$ cat config.mk
export PLATFORM = sky130hd
export DESIGN_NAME = clause_bin_writer
export DESIGN_NICKNAME = d
export VERILOG_FILES = /design/src/rtl/clause_bin_writer.sv
export SDC_FILE = /design/constraint.sdc
export NUM_CORES = 1
export LEC_CHECK = 0
export CAP_MARGIN = 25
export CORE_MARGIN = 2
export CORE_UTILIZATION = 35
export DETAILED_ROUTE_END_ITERATION = 12
export DONT_BUFFER_PORTS = 1
export HOLD_SLACK_MARGIN = 0.02
export SLEW_MARGIN = 15
export SYNTH_ARGS = -nofsm -noshare
export SYNTH_HDL_FRONTEND = slang
export SYNTH_SLANG_ARGS = --single-unit
$ cat constraint.sdc
create_clock -name clk -period 1.68 [get_ports clk]
set_clock_uncertainty 0.15 [all_clocks]
set_input_delay 0.252 -clock clk [delete_from_list [all_inputs] [get_ports clk]]
set_output_delay 0.252 -clock clk [all_outputs]
set_load 0.03 [all_outputs]
$ cat src/rtl/clause_bin_writer.sv
`default_nettype none
// ============================================================================
// Module   : clause_bin_writer
// Purpose  : Loads a full clause bin from a ready/valid clause stream, zero
//            fills the unused slots after an early last clause, and inserts
//            single learnt clauses into the lowest empty slot of the bin.
// Revision : 1.0 - initial release
// ============================================================================
module clause_bin_writer #(
  parameter int NUM_CLAUSES_A_BIN = 2,
  parameter int NUM_VARS_A_BIN    = 8,
  parameter int WIDTH_C_LEN       = 5,
  localparam int IDX_W = (NUM_CLAUSES_A_BIN > 1) ? $clog2(NUM_CLAUSES_A_BIN) : 1
) (
  input  logic                                     clk,
  input  logic                                     rst,
  input  logic                                     start_i,
  input  logic                                     c_valid_i,
  output logic                                     c_ready_o,
  input  logic                                     c_last_i,
  input  logic [NUM_VARS_A_BIN*3-1:0]              c_data_i,
  input  logic [WIDTH_C_LEN-1:0]                   c_len_i,
  input  logic                                     learnt_valid_i,
  input  logic [NUM_VARS_A_BIN*3-1:0]              learnt_data_i,
  input  logic [WIDTH_C_LEN-1:0]                   learnt_len_i,
  input  logic [WIDTH_C_LEN*NUM_CLAUSES_A_BIN-1:0] clause_len_i,
  output logic [NUM_CLAUSES_A_BIN-1:0]             wr_o,
  output logic [NUM_VARS_A_BIN*3-1:0]              var_value_o,
  output logic [WIDTH_C_LEN-1:0]                   clause_len_o,
  output logic                                     done_o,
  output logic                                     learnt_ack_o,
  output logic                                     learnt_full_o,
  output logic [IDX_W-1:0]                         learnt_idx_o
);

  localparam int DW = NUM_VARS_A_BIN * 3;

  localparam logic [2:0] S_IDLE  = 3'd0;
  localparam logic [2:0] S_LOAD  = 3'd1;
  localparam logic [2:0] S_CLEAR = 3'd2;
  localparam logic [2:0] S_DONE  = 3'd3;
  localparam logic [2:0] S_SCAN  = 3'd4;
  localparam logic [2:0] S_INS   = 3'd5;

  localparam logic [IDX_W-1:0] LAST_SLOT = IDX_W'(NUM_CLAUSES_A_BIN - 1);

  logic [2:0]                   state;
  logic [2:0]                   state_nxt;
  logic [IDX_W-1:0]             cnt;
  logic [IDX_W-1:0]             cnt_nxt;
  logic                         accept;
  logic                         any_free;
  logic [IDX_W-1:0]             free_sel;
  logic                         scan_full;
  logic                         ack_q;
  logic [NUM_CLAUSES_A_BIN-1:0] wr_nxt;
  logic [DW-1:0]                var_nxt;
  logic [WIDTH_C_LEN-1:0]       len_nxt;
  logic                         done_nxt;
  logic                         ack_nxt;
  logic [IDX_W-1:0]             idx_nxt;

  // Slot k drives strobe bit NUM_CLAUSES_A_BIN-1-k, so slot 0 sits in the MSB.
  function automatic logic [NUM_CLAUSES_A_BIN-1:0] slot_strobe(input logic [IDX_W-1:0] k);
    logic [NUM_CLAUSES_A_BIN-1:0] v;
    v = '0;
    for (int j = 0; j < NUM_CLAUSES_A_BIN; j++) begin
      if (int'(k) == j) v[NUM_CLAUSES_A_BIN-1-j] = 1'b1;
    end
    return v;
  endfunction

  assign c_ready_o = (state == S_LOAD);
  assign accept    = c_valid_i & c_ready_o;

  // A full bin is answered straight from the scan cycle; an insert answers one cycle later.
  assign scan_full     = (state == S_SCAN) & ~any_free;
  assign learnt_ack_o  = ack_q | scan_full;
  assign learnt_full_o = scan_full;

  // Lowest-numbered slot whose reported length is zero (downward loop, last hit wins).
  always_comb begin
    any_free = 1'b0;
    free_sel = '0;
    for (int k = NUM_CLAUSES_A_BIN - 1; k >= 0; k--) begin
      if (clause_len_i[(NUM_CLAUSES_A_BIN-k)*WIDTH_C_LEN-1 -: WIDTH_C_LEN] == '0) begin
        any_free = 1'b1;
        free_sel = IDX_W'(k);
      end
    end
  end

  // State register.
  always_ff @(posedge clk or negedge rst) begin
    if (!rst) state <= S_IDLE;
    else      state <= state_nxt;
  end

  // Next-state decision; a load request beats a learnt request in IDLE.
  always_comb begin
    state_nxt = state;
    case (state)
      S_IDLE: begin
        if (start_i)             state_nxt = S_LOAD;
        else if (learnt_valid_i) state_nxt = S_SCAN;
      end
      S_LOAD: begin
        if (accept) begin
          if (cnt == LAST_SLOT) state_nxt = S_DONE;
          else if (c_last_i)    state_nxt = S_CLEAR;
        end
      end
      S_CLEAR: if (cnt == LAST_SLOT) state_nxt = S_DONE;
      S_DONE:  state_nxt = S_IDLE;
      S_SCAN:  state_nxt = any_free ? S_INS : S_IDLE;
      S_INS:   state_nxt = S_IDLE;
      default: state_nxt = S_IDLE;
    endcase
  end

  // Values the registered outputs take on the next edge; everything idles at zero.
  always_comb begin
    cnt_nxt  = cnt;
    wr_nxt   = '0;
    var_nxt  = '0;
    len_nxt  = '0;
    done_nxt = 1'b0;
    ack_nxt  = 1'b0;
    idx_nxt  = '0;
    case (state)
      S_IDLE: if (start_i) cnt_nxt = '0;
      S_LOAD: begin
        if (accept) begin
          wr_nxt  = slot_strobe(cnt);
          var_nxt = c_data_i;
          len_nxt = c_len_i;
          cnt_nxt = cnt + IDX_W'(1);
        end
      end
      S_CLEAR: begin
        wr_nxt  = slot_strobe(cnt);
        cnt_nxt = cnt + IDX_W'(1);
      end
      S_DONE: begin
        done_nxt = 1'b1;
        cnt_nxt  = '0;
      end
      S_SCAN: begin
        if (any_free) begin
          wr_nxt  = slot_strobe(free_sel);
          var_nxt = learnt_data_i;
          len_nxt = learnt_len_i;
          ack_nxt = 1'b1;
          idx_nxt = free_sel;
        end
      end
      default: ;
    endcase
  end

  // Slot counter and registered bin-write / handshake outputs.
  always_ff @(posedge clk or negedge rst) begin
    if (!rst) begin
      cnt          <= '0;
      wr_o         <= '0;
      var_value_o  <= '0;
      clause_len_o <= '0;
      done_o       <= 1'b0;
      ack_q        <= 1'b0;
      learnt_idx_o <= '0;
    end else begin
      cnt          <= cnt_nxt;
      wr_o         <= wr_nxt;
      var_value_o  <= var_nxt;
      clause_len_o <= len_nxt;
      done_o       <= done_nxt;
      ack_q        <= ack_nxt;
      learnt_idx_o <= idx_nxt;
    end
  end

endmodule
`default_nettype wire
==> results.cfg <==
[cts]
cts.sinks = 38
htree_levels = 2
cts_buffers = 5
cts_tree = built
clockBufferDepth = 2
clkTransAtPathRegs_ns = 0.07
clk_latency_ns = 0.28
cts-root-buf = clkbuf_8

[critical_path]
r2r_cells = 4
crit_cells = 4
cp_max_fo = 2
r2r_slack_ns = 0.12
critPathLaunchType = primary input
startpoint = clause_len_i[9]
critPathSlowestCell = or4_4
path_cells = or4_4 > nor2_4 > nor3_4 > or2_4
cpPeakStageDelay_ns = 0.54
r2r-start = state[2]
cp.arrival_ns = 1.28
endpoint = learnt_ack_o
critPathBufInv = 0
crit_type = primary input to primary output
cp_top_family = simple AND/OR/NAND/NOR gates
r2r_end = state[2]
cp-end-kind = primary output
cp.required_ns = 1.28

[timing]
finalHoldViolations = 0
slew_headroom_pct = 79.1
fin_ws_ns = -0.00483
drv_slew = 0
fin_crit_ns = 1.68
fmax_mhz = 594
rsz0062_at_grt = yes
worstMarginPinSlew_ns = 0.313
setup_viol_count_final = 1
fin_crit_sh_pct = 100

[routing]
wirelength_um = 4590
drc_errors = 0
postRouteAntennaNets = 0
first_iter_violations = 46
vias = 1289
avgRoutedWirePerCell_um = 18.9
post_drt_via_cell_ratio = 5.30
drt-pass1-iter-count = 5

[yosys]
yosysWarnings = 0
synth-xor-area-share_pct = 0
synthAdderAreaFrac_pct = 0
synth.mux.area_fraction_pct = 0.723
yosysSeqAreaShare_pct = 61.1
synthSimpleGateAreaFrac_pct = 9.89
ys_seq_elements = 38
synth_fp_nets = 195
postSynthCellCount = 121
synth_top_family_by_area = compound AO/OA/AOI/OAI gates
synth_area_um2 = 1560
synth-compound-area-share_pct = 24.0
synth_cell_types = 29
avgSynthCellArea_um2 = 12.9

[power_and_ir_drop]
ir_worst_vdd_mv = 0.517
power_density_nw_per_um2 = 1180
finalPower_w = 0.00283
p_leak_nw = 1.08

[final_layout]
drive_gt1_share_pct = 15.7
fin_nets = 265
diodes = 0
fill_cells = 373
syn2layout_area_growth_pct = 54.7
final_cells = 243
fin_util_pct = 55.7

[placement]
io_buffers = 0
hpwl_um = 2650
dp_cells = 173
gp_congestion = 0.795

[global_route]
grtUsageTotal_pct = 18.8
antenna_found_initial = 0
gr-total-overflow = 0
grt_max_degree = 39
grt_pass1_vias = 1406
grt_pass1_wl_um = 7070

[floorplan]
core_area_um2 = 4320
start_util_pct = 36.0
pin_count = 110
rows = 24
dieArea_um2 = 5000
die_h_um = 70.7
die_width_um = 70.7

[status]
status = complete, but fails checks
violations = setup timing

[job]
timing.max_cap.violations = 0

[min_path]
min_path_type = primary input to flip-flop
[how the worst min path moves through the flow]
| stage | slack (ns) | endpoint | cells past startpoint | from |
|---|---|---|---|---|
| 3_5_place_dp | -0.19 | clause_len_o[3] | 0 | rst |
| 3_3_place_gp | -0.19 | clause_len_o[3] | 0 | rst |
| 5_1_grt | 0.07 | state[1] | 2 | c_last_i |
| 6_report | 0.05 | wr_o[1] | 2 | c_valid_i |
| 2_1_floorplan | -0.19 | ack_q | 0 | rst |
| 4_1_cts | 0.05 | wr_o[1] | 2 | c_valid_i |
[cell usage after synthesis, drive strengths merged]
| cell | instances | area [µm²] |
|---|---|---|
| nor2 | 7 | 41.3 |
| clkbuf | 4 | 15.0 |
| o21ai | 4 | 20.0 |
| nor4 | 1 | 6.26 |
| a21boi | 1 | 7.51 |
| a31o | 1 | 8.76 |
| o21ba | 1 | 16.3 |
| or4 | 2 | 22.5 |
| a21oi | 4 | 20.0 |
| a211oi | 1 | 7.51 |
| o31a | 1 | 8.76 |
| nor3b | 2 | 15.0 |
| dfrtp | 38 | 951 |
| o22a | 1 | 8.76 |
| and2 | 1 | 6.26 |
| or2 | 1 | 6.26 |
| buf | 6 | 48.8 |
| a22o | 29 | 254 |
| a31oi | 1 | 6.26 |
| mux2 | 1 | 11.3 |
| nand2 | 4 | 15.0 |
| nor3 | 3 | 15.0 |
| inv | 1 | 3.75 |
| o21bai | 2 | 15.0 |
| nand2b | 2 | 12.5 |
| nand3b | 1 | 7.51 |
| and3 | 1 | 6.26 |
[state kept, by name (all words and copies together), names as in the netlist]
register,cells
wr_o,2
done_o,1
learnt_idx_o,1
var_value_o,24
ack_q,1
cnt,1
clause_len_o,5
state,3
[layer usage]
layer	track usage, %	vias up	routed length, µm	part of all wire, %
li1	-	586	-	-
met1	18.9	615	1590	35
met2	34.6	74	2550	56
met3	5.41	14	302	6.6
met4	10.1	0	148	3.2
met5	0	-	0	0
[where the power goes]
part           leakage, nW  total (W)  switching, W  internal (W)
combinational        0.515   0.000825      0.000386      0.000439
clock               0.0438   0.000568      0.000290      0.000278
sequential           0.519    0.00144      0.000364       0.00107
total                 1.08    0.00283       0.00104       0.00179
[logic make-up (layout without fill, tap and decap cells)]
logic type / count (synthesis) / in the layout
AO/OA/AOI/OAI: 46 / 46
multiplexers: 1 / 1
AND/OR/NAND/NOR: 25 / 25
buffers and inverters: 11 / 81
flip-flops: 38 / 38
[stage by stage]
step           setup slack (ns)  hold WS, ns  setup TNS [ns]  cell area (µm²)
6_report               -0.00483       0.0508        -0.00483             2410
5_1_grt                 -0.0845       0.0709          -0.157             2410
4_1_cts                 -0.0291       0.0539         -0.0378             2410
3_5_place_dp            -0.0232       -0.193         -0.0269             1690
3_3_place_gp            -0.0134       -0.193         -0.0134             1690
2_1_floorplan           -0.0476       -0.194          -0.317             1570
[what timing repair did]
item | CTS | global route
buffers inserted | 1 | 0
setup endpoints to repair | 2 | 2
gates resized for setup | 2 | 0
hold buffers | 62 | 0
pin swaps | 3 | 1
endpoints found under the hold margin | 68 | 0
[cells in the final DEF, fill, tap and decap left out, drive strengths merged, types with 2 or more instances in the layout]
| master | instances |
|---|---|
| nand2 | 4 |
| or4 | 2 |
| o21bai | 2 |
| clkbuf | 5 |
| dfrtp | 38 |
| nor3b | 2 |
| clkinv | 2 |
| a21oi | 4 |
| o21ai | 4 |
| nor2 | 7 |
| nor3 | 3 |
| a22o | 29 |
| buf | 12 |
| dlygate4sd3 | 61 |
| nand2b | 2 |
[area by class of cell]
cell class | count | area (µm²) | share of cell area, %
Timing Repair Buffer | 73 | 751 | 31.2
Clock buffer | 5 | 68.8 | 2.86
Sequential cell | 38 | 951 | 39.5
Tap cell | 52 | 65.1 | 2.70
Multi-Input combinational cell | 72 | 559 | 23.2
Clock inverter | 2 | 10.0 | 0.416
Inverter | 1 | 3.75 | 0.156
Note: power is estimated with default switching activity, not from simulation.
